$ cat src/rtl/hack_mem_arbiter.sv
// hack_mem_arbiter: two-master arbiter and command sequencer for the single
// Hack data-memory port. Requester A is the CPU data side, requester B is a
// secondary master. At most one access is accepted per cycle; the accepted
// access becomes a registered memory command in the following cycle, and
// read data is steered back to its owner after RD_LATENCY cycles.
// Writes at or above the keyboard address are swallowed and flagged on err.
module hack_mem_arbiter #(
    parameter int          POLICY     = 1,         // 0 = fixed priority (A wins), 1 = round-robin
    parameter int          RD_LATENCY = 1,         // command cycle to mem_out sample edge, 1..4
    parameter logic [14:0] KBD_ADDR   = 15'd24576  // keyboard address
) (
    input  logic        clk,
    input  logic        rst_n,

    input  logic        a_req,
    input  logic        a_we,
    input  logic [14:0] a_addr,
    input  logic [15:0] a_wdata,
    input  logic        a_lock,
    output logic        a_ack,
    output logic        a_rvalid,
    output logic [15:0] a_rdata,

    input  logic        b_req,
    input  logic        b_we,
    input  logic [14:0] b_addr,
    input  logic [15:0] b_wdata,
    input  logic        b_lock,
    output logic        b_ack,
    output logic        b_rvalid,
    output logic [15:0] b_rdata,

    output logic [14:0] mem_address,
    output logic        mem_load,
    output logic [15:0] mem_in,
    input  logic [15:0] mem_out,
    output logic        err
);

    localparam int LAST = RD_LATENCY - 1;

    // Arbitration state: which requester was granted last (1 = B) and the lock owner.
    logic        last_b;
    logic        lock_vld;
    logic        lock_b;

    // Grant decision for the current cycle.
    logic        grant_a;
    logic        grant_b;
    logic        gnt_any;

    // Selected access of the granted requester.
    logic [14:0] gnt_addr;
    logic        gnt_we;
    logic [15:0] gnt_wdata;
    logic        gnt_blocked;
    logic        gnt_oor;

    // Read tag pipeline; index N is the tag for the command issued N cycles ago.
    logic [LAST:0] vld_p;
    logic [LAST:0] own_p;   // 1 = read belongs to B
    logic [LAST:0] oor_p;   // 1 = address above the keyboard, data forced to zero

    logic [15:0] ret_data;

    // Grant: lock owner first, then fixed priority or round-robin; nothing while in reset.
    always_comb begin
        grant_a = 1'b0;
        grant_b = 1'b0;
        if (rst_n) begin
            if (lock_vld && !lock_b && a_req) begin
                grant_a = 1'b1;
            end else if (lock_vld && lock_b && b_req) begin
                grant_b = 1'b1;
            end else if (a_req && b_req) begin
                if (POLICY == 0) begin
                    grant_a = 1'b1;
                end else if (last_b) begin
                    grant_a = 1'b1;
                end else begin
                    grant_b = 1'b1;
                end
            end else if (a_req) begin
                grant_a = 1'b1;
            end else if (b_req) begin
                grant_b = 1'b1;
            end
        end
    end

    assign a_ack   = grant_a;
    assign b_ack   = grant_b;
    assign gnt_any = grant_a | grant_b;

    // Route the winner's access onto the shared command path and classify it.
    always_comb begin
        gnt_addr    = grant_b ? b_addr  : a_addr;
        gnt_we      = grant_b ? b_we    : a_we;
        gnt_wdata   = grant_b ? b_wdata : a_wdata;
        gnt_blocked = gnt_we && (gnt_addr >= KBD_ADDR);
        gnt_oor     = gnt_addr > KBD_ADDR;
    end

    // Round-robin pointer and lock ownership; both move only on a grant, lock also ends on owner idle.
    always_ff @(posedge clk) begin
        if (!rst_n) begin
            last_b   <= 1'b1;
            lock_vld <= 1'b0;
            lock_b   <= 1'b0;
        end else if (grant_a) begin
            last_b   <= 1'b0;
            lock_vld <= a_lock;
            lock_b   <= 1'b0;
        end else if (grant_b) begin
            last_b   <= 1'b1;
            lock_vld <= b_lock;
            lock_b   <= 1'b1;
        end else if (lock_vld && ((lock_b && !b_req) || (!lock_b && !a_req))) begin
            lock_vld <= 1'b0;
        end
    end

    // Command register: address/data hold between accesses, load and err are single-cycle strobes.
    always_ff @(posedge clk) begin
        if (!rst_n) begin
            mem_address <= '0;
            mem_in      <= '0;
            mem_load    <= 1'b0;
            err         <= 1'b0;
        end else begin
            mem_load <= gnt_any && gnt_we && !gnt_blocked;
            err      <= gnt_any && gnt_blocked;
            if (gnt_any) begin
                mem_address <= gnt_addr;
            end
            if (gnt_any && gnt_we) begin
                mem_in <= gnt_wdata;
            end
        end
    end

    // Read tag pipeline: valid bits are flushed by reset, owner/range bits only matter when valid.
    always_ff @(posedge clk) begin
        if (!rst_n) begin
            vld_p <= '0;
        end else begin
            vld_p[0] <= gnt_any && !gnt_we;
            for (int i = 1; i < RD_LATENCY; i++) begin
                vld_p[i] <= vld_p[i-1];
            end
        end
        own_p[0] <= grant_b;
        oor_p[0] <= gnt_oor;
        for (int i = 1; i < RD_LATENCY; i++) begin
            own_p[i] <= own_p[i-1];
            oor_p[i] <= oor_p[i-1];
        end
    end

    assign ret_data = oor_p[LAST] ? 16'h0000 : mem_out;

    // Read return: sample mem_out for the oldest tag and pulse rvalid to its owner; rdata holds otherwise.
    always_ff @(posedge clk) begin
        if (!rst_n) begin
            a_rvalid <= 1'b0;
            b_rvalid <= 1'b0;
            a_rdata  <= '0;
            b_rdata  <= '0;
        end else begin
            a_rvalid <= vld_p[LAST] && !own_p[LAST];
            b_rvalid <= vld_p[LAST] &&  own_p[LAST];
            if (vld_p[LAST] && !own_p[LAST]) begin
                a_rdata <= ret_data;
            end
            if (vld_p[LAST] && own_p[LAST]) begin
                b_rdata <= ret_data;
            end
        end
    end

endmodule

$ cat config.mk
export PLATFORM = sky130hd
export DESIGN_NAME = hack_mem_arbiter
export DESIGN_NICKNAME = d
export VERILOG_FILES = /design/src/rtl/hack_mem_arbiter.sv
export SDC_FILE = /design/constraint.sdc
export NUM_CORES = 1
export LEC_CHECK = 0
export ABC_AREA = 1
export CORE_ASPECT_RATIO = 0.5
export CORE_MARGIN = 3
export CORE_UTILIZATION = 43
export DETAILED_ROUTE_END_ITERATION = 10
export GPL_ROUTABILITY_DRIVEN = 0
export HOLD_SLACK_MARGIN = 0.06
export MAX_ROUTING_LAYER = met4
export PLACE_DENSITY = 0.95
export SLEW_MARGIN = 20
export SYNTH_ARGS = -nofsm -noshare
export SYNTH_HDL_FRONTEND = slang
export SYNTH_SLANG_ARGS = --single-unit
$ cat constraint.sdc
create_clock -name clk -period 2.55 [get_ports clk]
set_clock_uncertainty 0.1 [all_clocks]
set_input_delay 0.3825 -clock clk [delete_from_list [all_inputs] [get_ports clk]]
set_output_delay 0.3825 -clock clk [all_outputs]
set_load 0.02 [all_outputs]
Yosys cells after proc, flatten, opt, wreduce, memory -nomap -nowiden

Cells that the tools add are included.
Widths: inputs -> output; s select.

Flip-flop bits (word level): 73
Bits of input ports: 86
Output and inout bits: 69
Logic and storage cells: 65

Magnitude comparators: 2
Muxes and demuxes: 22
Bitwise gates (word level): 2
Reduce and logical (&&, ||, !) cells: 25

Operators with widths:

| cell                 | number |
|---|---|
| $mux 16              | 2 |
| $mux 1               | 19 |
| $ge 15x15->1 const B | 1 |
| $gt 15x15->1 const B | 1 |
| $logic_and 1x1->1    | 15 |
| $mux 15              | 1 |
| $logic_not 1->1      | 6 |
| $reduce_bool 3->1    | 1 |
| $reduce_bool 2->1    | 1 |
| $reduce_or 2->1      | 1 |
| $logic_or 1x1->1     | 1 |
| $not 1->1            | 1 |
| $or 1x1->1           | 1 |

Logic depth before layout (Yosys ltp)

Gate-level depths: netlist of run 1.

Depth after elaboration: 11
Gate-level depth with buffers: 12
Depth with buffers taken out: 12

Worst setup path before layout of run 1

Ideal clock, no wire load.

Path kind: in2reg
From: input port rst_n
To: register oor_p
Library setup time: 112 ps
Arrival: 1300 ps
Required time: 2338 ps
Path slack: 1038 ps
Cell stages on the path: 9
Buffers on the path: 2
Path through: buf_2 nand4_4 buf_2 nand2_1 nand2_1 nor2_1 nand3_1 nor2_1 nor2_1

Cells in the longest elaborated chain, start to end: 3

RTL lines:

| item                           | RTL line | RTL |
|---|---|---|
| start: declaration             | 13       | `input logic rst_n,` |
| $mux 1                         | 70       | `if (rst_n) begin` |
| $mux 15                        | 97       | `gnt_addr = grant_b ? b_addr : a_addr;` |
| $gt 15x15->1                   | 101      | `gnt_oor = gnt_addr > KBD_ADDR;` |
| named net gnt_oor              | 57       | `logic gnt_oor;` |
| end signal: indexed assignment | 156      | `oor_p[i] <= oor_p[i-1];` |
| end: declaration               | 62       | `logic [LAST:0] oor_p;` |

The timed path passes the listed nets, and every way through them passes these cells.
A chain may end at the register's enable or synchronous reset.

Final worst setup path of run 1

From: input port a_req
To: output port a_ack

Cells in the longest elaborated chain, start to end: 5
Elaborated cells on any way between the ends: 7
Classes of those cells: mux: 5; reduce/logical: 2

RTL lines:

| item                                               | RTL line | RTL |
|---|---|---|
| start: declaration                                 | 15       | `input logic a_req,` |
| $mux 1 / $logic_and 1x1->1 (equally long branches) | 83, 75   |  |
| $mux 1                                             | 75       | `end else if (a_req && b_req) begin` |
| $mux 1                                             | 73       | `end else if (lock_vld && lock_b && b_req) begin` |
| $mux 1 (*)                                         | 71       | `if (lock_vld && !lock_b && a_req) begin` |
| $mux 1 (*)                                         | 70       |  |
| end: declaration                                   | 20       | `output logic a_ack,` |

Mark *: on every way between the ends. The rest lies on a longest branch, timed or not.

==> results of run 1 <==
[worst min-delay path by stage]
stage	to	slack, ns	cells past startpoint
after floorplan	last_b$_SDFFE_PN1P_	0.33	2
after global placement	b_rdata[5]$_SDFFE_PN0P_	0.35	2
after detailed placement	b_rdata[5]$_SDFFE_PN0P_	0.36	2
after CTS	mem_in[7]$_SDFFE_PN0P_	0.30	3
after global routing	mem_in[7]$_SDFFE_PN0P_	0.35	3
final	mem_in[8]$_SDFFE_PN0P_	0.31	3
[layout by cell type, fill, tap and decap left out, types with 2 or more instances in the layout]
cell type,n
nand3_2,2
inv_1,22
a31oi_1,9
nand2_1,112
a21oi_1,38
nand3b_1,2
o21ai_1,8
buf_4,7
o21ai_0,53
nand2_2,3
nand3_1,9
nor2_1,51
clkinvlp_4,2
clkdlybuf4s50_1,153
nand2_4,2
clkbuf_16,9
dfxtp_1,73
clkinv_2,2
[worst register-to-register path: stages (launching register included)]
cell and delay [ns]:
dfxtp_1 0.36, nand2_1 0.12, nand2_4 0.12, nand4_4 0.35
nand2_1 0.21, nand2_2 0.09, nand2_4 0.20, inv_6 0.10
nor2_1 0.14, nor2_1 0.06
[registers in the layout, indices dropped and copies added (netlist names)]
signal,cells
own_p,1
vld_p,1
b_rdata,16
a_rdata,16
b_rvalid,1
mem_in,16
err,1
mem_address,15
lock_b,1
mem_load,1
lock_vld,1
oor_p,1
last_b,1
a_rvalid,1
[through the flow]
step	total power [W]	hold slack, ns	instances	area [um^2]
floorplan	0.00170	0.335	418	3050
global placement	0.00207	0.351	642	4630
detailed placement	0.00210	0.358	642	4630
CTS	0.00336	0.297	658	4930
global route	0.00350	0.353	658	4930
finish	0.00336	0.305	658	4930
[cell usage after synthesis (all sizes together)]
library cell,n,area share (%)
o211ai,1,0.41
o21ai,61,10
nand3,11,2.1
nor2,52,6.7
a211oi,1,0.25
buf,13,2.8
nand3b,2,0.49
a31oi,9,1.8
nand4,1,0.70
clkbuf,13,1.6
nand2,117,15
dfxtp,73,48
a21oi,38,6.2
a22o,1,0.29
o31ai,1,0.25
inv,24,3.1
[logic make-up after synthesis]
kind of cell           count (synthesis)  synth area share, %
AND/OR/NAND/NOR                      183                 25.1
AO/OA/AOI/OAI                        112                 19.3
flip-flops                            73                 48.0
buffers and inverters                 50                 7.56
[routing by layer]
metal	vias up	GRT usage (%)	part of all wire (%)
met2	162	45.7	50
met4	0	14.3	4.4
met1	1559	27.8	39
li1	1661	-	-
met3	46	7.71	6.3
met5	-	-	0
[power groups by stage]
stage	Sequential (W)	Combinational (W)	Clock [W]
2_1_floorplan	0.00142	0.000282	0
3_3_place_gp	0.00131	0.000763	0
3_5_place_dp	0.00131	0.000781	0
4_1_cts	0.00129	0.000797	0.00127
5_1_grt	0.00131	0.000857	0.00133
6_report	0.00130	0.000798	0.00127
[layout make-up]
type,count,area (um^2)
Timing Repair Buffer,162,1610
Fill cell,430,1530
Sequential cell,73,1460
Multi-Input combinational cell,295,1350
Clock buffer,11,243
Tap cell,88,110
Inverter,24,95.1
Clock inverter,5,55.1
==> results_dict.tcl, run 1 <==
set metrics [dict create \
    synth_nets 504 \
    start_util_pct 47.2 \
    ctsResizeCount 0 \
    worstHoldStart "rst_n" \
    worstPathBufferInverterCount 4 \
    postLayoutCoreUtil_pct 76.3 \
    hold_buffers 0 \
    grt_max_degree 54 \
    drive_gt1_share_pct 6.32 \
    cts_tree "built" \
    min_path_type "input pin to register" \
    worst-endpoint-arrival_ns 2.00 \
    layout_setup_ws_ns 0.0670 \
    startpoint "a_req" \
    end_kind "output port" \
    timing.max_cap.violations 0 \
    cts.clk_slew.worst_paths_ns 0.06 \
    power_frac_seq_pct 38.5 \
    syn_avg_cell_area_um2 7.29 \
    max-vdd-ir-drop_mv 0.383 \
    relSlewSlack_pct 45.1 \
    rr_worst_depth 9 \
    sw_frac_of_total_pct 28.7 \
    die_w_um 125 \
    nets 651 \
    netSwitchingPower_w 0.000964 \
    rows 20 \
    start_kind "input pin" \
    syn_inst 418 \
    insertion_delay_ns 0.34 \
    reg2reg_to "mem_in[7]$_SDFFE_PN0P_" \
    synth_cell_types 26 \
    synthToLayoutAreaGrowth_pct 61.8 \
    pre_cts_ws_ns 0.0836 \
    drt_first_pass_iters 5 \
    syn_area_um2 3050 \
    grt_pass1_wl_um 16700 \
    n_antenna_cell 0 \
    yosys_warnings 0 \
    grt_overflow 0 \
    crit_family "buffers and inverters" \
    grt_use_total_pct 26.3 \
    vias 3428 \
    crit_chain "clkdlybuf4s50_1, nand2_1, inv_2, nand2_4, o211ai_2, nand2_1, inv_1, clkdlybuf4s50_1" \
    max_freq_mhz 403 \
    crit_type "input pin to output port" \
    wl_um 10500 \
    rr_startpoint "lock_vld$_SDFFE_PN0P_" \
    leakage_nw 2.11 \
    power_frac_clock_pct 37.7 \
    r2r_slack_ns 0.60 \
    drtIter0Drc 284 \
    setup_violations 0 \
    worstMarginPinSlew_ns 0.823 \
    cts_root_buf "clkbuf_16" \
    coreArea_um2 6460 \
    hold_viol_final 0 \
    die_area_um2 8190 \
    die_h_um 65.5 \
    cp-endpoint "a_ack" \
    crit_cells 8 \
    vias_per_cell 5.21 \
    fin_crit_sh_pct 97.4 \
    crit_required_ns 2.07 \
    final_antenna_net_count 0 \
    ys_seq_area_share_pct 48.0 \
    post_cts_buffers 0 \
    dp_hpwl_um 7090 \
    first_global_vias 3356 \
    numCtsBuffers 9 \
    synth_seq_cells 73 \
    power_density_nw_per_um2 683 \
    io_buffers 154 \
    p_int_w 0.00240 \
    status "finished clean" \
    setup_tns_ns 0 \
    grt_antenna_before_repair 0 \
    io_pins 155 \
    wl_per_cell_um 16.0 \
    path_max_fanout 3 \
    period_minus_slack_ns 2.48 \
    drc_errors 0 \
    cts_htree_levels 3 \
    rsz0062_at_grt "false" \
    slowest_delay_ns 0.60 \
    crit_path_top_delay_cell "clkdlybuf4s50_1" \
    cts_num_sinks 73 \
    pwr-share-comb_pct 23.7 \
    cts.path.max_buffers 2 \
    slew_violations 0 \
]
No activity file was read; power rests on OpenSTA's default activity.
==> inputs of run 2 (changes only) <==
CORE_UTILIZATION = 40   (was 43)
CTS_CLUSTER_SIZE = 30   (was default)
PLACE_DENSITY = 0.89   (was 0.95)
clock period = 2.8 ns   (was 2.55 ns; I/O delays follow)
==> run 2 against run 1 <==
Worst hold slack gained 0.077 ns. Critical endpoint unchanged. Total power shrank 2.0%. Clock power increased by 10%. Largest power group is now the clock network. Register-to-register slack better by 0.19 ns. Utilization decreased by 5.3 points.
==> results_dict.tcl, run 2 (same netlist as run 1, synthesis figures left out) <==
set metrics [dict create \
    status "finished clean" \
    power_density_nw_per_um2 662 \
    hold_buffers 0 \
    min_path_type "register to register" \
    post_cts_buffers 0 \
    max-vdd-ir-drop_mv 0.372 \
    top_regs "a_rdata (16), b_rdata (16), mem_in (16)" \
    grt_max_degree 53 \
    rows 21 \
    start_kind "input pin" \
    regArea_um2 1460 \
    first_global_vias 3174 \
    die_h_um 67.7 \
    grt_antenna_before_repair 0 \
    end_kind "output port" \
    numCtsBuffers 9 \
    grt_overflow 0 \
    grt_use_total_pct 23.4 \
    cts.clk_slew.worst_paths_ns 0.06 \
    relSlewSlack_pct 43.7 \
    dp_hpwl_um 6960 \
    cts_root_buf "clkbuf_16" \
    max_freq_mhz 393 \
    slowest_delay_ns 0.60 \
    period_minus_slack_ns 2.54 \
    hold_viol_final 0 \
    wl_um 10200 \
    vias_per_cell 5.06 \
    drt_first_pass_iters 4 \
    io_buffers 154 \
    hold_depth 2 \
    final_common_cell "clkdlybuf4s50_1" \
    final_cell_mix "153 x clkdlybuf4s50_1, 112 x nand2_1, 73 x dfxtp_1" \
    die_area_um2 8760 \
    crit_required_ns 2.28 \
    multiInputGateArea_um2 1350 \
    rr_worst_depth 7 \
    crit_chain "clkdlybuf4s50_1, nand2_1, inv_2, nand2_4, o211ai_2, nand2_1, inv_1, clkdlybuf4s50_1" \
    fin_area_um2 4980 \
    nFillCells 509 \
    ctsResizeCount 0 \
    nets 650 \
    rsz0062_at_grt "false" \
    worstMarginPinSlew_ns 0.843 \
    die_w_um 129 \
    worst-endpoint-arrival_ns 2.02 \
    grt_pass1_wl_um 15500 \
    insertion_delay_ns 0.33 \
    fin_crit_sh_pct 90.8 \
    setup_violations 0 \
    wl_per_cell_um 15.4 \
    cts_tree "built" \
    start_util_pct 43.4 \
    synthToLayoutAreaGrowth_pct 63.6 \
    coreArea_um2 7020 \
    io_pins 155 \
    vias 3345 \
    drtIter0Drc 235 \
    cts.path.max_buffers 2 \
    timing.max_cap.violations 0 \
    cts_htree_levels 3 \
    path_max_fanout 3 \
    setup_tns_ns 0 \
    drive_gt1_share_pct 6.33 \
    final_antenna_net_count 0 \
    slew_violations 0 \
    cts_num_sinks 73 \
    crit_path_top_delay_cell "clkdlybuf4s50_1" \
    n_antenna_cell 0 \
    leakage_nw 2.14 \
    dpl_cell_area_um2 4610 \
    crit_type "input pin to output port" \
    drc_errors 0 \
]
[run 2: changes by cell type in the layout (fill, tap and decap cells not counted), sizes merged]
| cell | before | now |
|---|---|---|
| clkinv | 2 | 3 |
| bufinv | 1 | 4 |
| buf | 9 | 8 |
| clkbuf | 11 | 9 |
| clkinvlp | 2 | 0 |
[run 2: worst paths after layout]
check / to / slack [ns] / from
max: a_ack / 0.26 / a_req
min: mem_in[10]$_SDFFE_PN0P_ / 0.38 / mem_in[10]$_SDFFE_PN0P_
max reg2reg: mem_address[11]$_SDFFE_PN0P_ / 0.79 / lock_vld$_SDFFE_PN0P_
min reg2reg: mem_in[10]$_SDFFE_PN0P_ / 0.38 / mem_in[10]$_SDFFE_PN0P_
[run 2: worst max-delay path: cells and delay by family]
family	cells	cell delay (ns)
AOI/OAI and AO/OA	1	0.08
and+or+nand+nor	3	0.26
buffers and inverters	4	1.27
[run 2: report_power, final]
| group | switching, W | total, W | internal, W |
|---|---|---|---|
| Sequential | 0.0000449 | 0.00118 | 0.00113 |
| Clock | 0.000443 | 0.00140 | 0.000961 |
| Combinational | 0.000379 | 0.000716 | 0.000337 |
[run 2: per-layer routing]
layer  routed length, um  up-vias  share of wire [%]  GRT usage, %
li1                    -     1654                  -             -
met1                4170     1563                 41          25.6
met2                5310       99                 52          41.6
met3                 466       29                4.6          5.45
met4                 260        0                2.5          10.2
met5                   0        -                  0             -
[run 2: metrics by stage]
stage	util, %	instances	setup slack [ns]	total power, W	hold WS [ns]
final	71.0	661	0.258	0.00330	0.383
after global routing	71.0	661	0.151	0.00342	0.410
after CTS	71.0	661	0.252	0.00331	0.385
after detailed placement	65.8	645	0.254	0.00190	0.367
after global placement	65.8	645	0.292	0.00189	0.355
after floorplan	-	418	1.25	0.00155	0.335
[run 2: layout make-up]
class	count	area share, %
Clock buffer	9	4.52
Timing Repair Buffer	161	31.9
Inverter	24	1.91
Tap cell	92	2.31
Sequential cell	73	29.3
Multi-Input combinational cell	295	27.2
Clock inverter	7	2.86
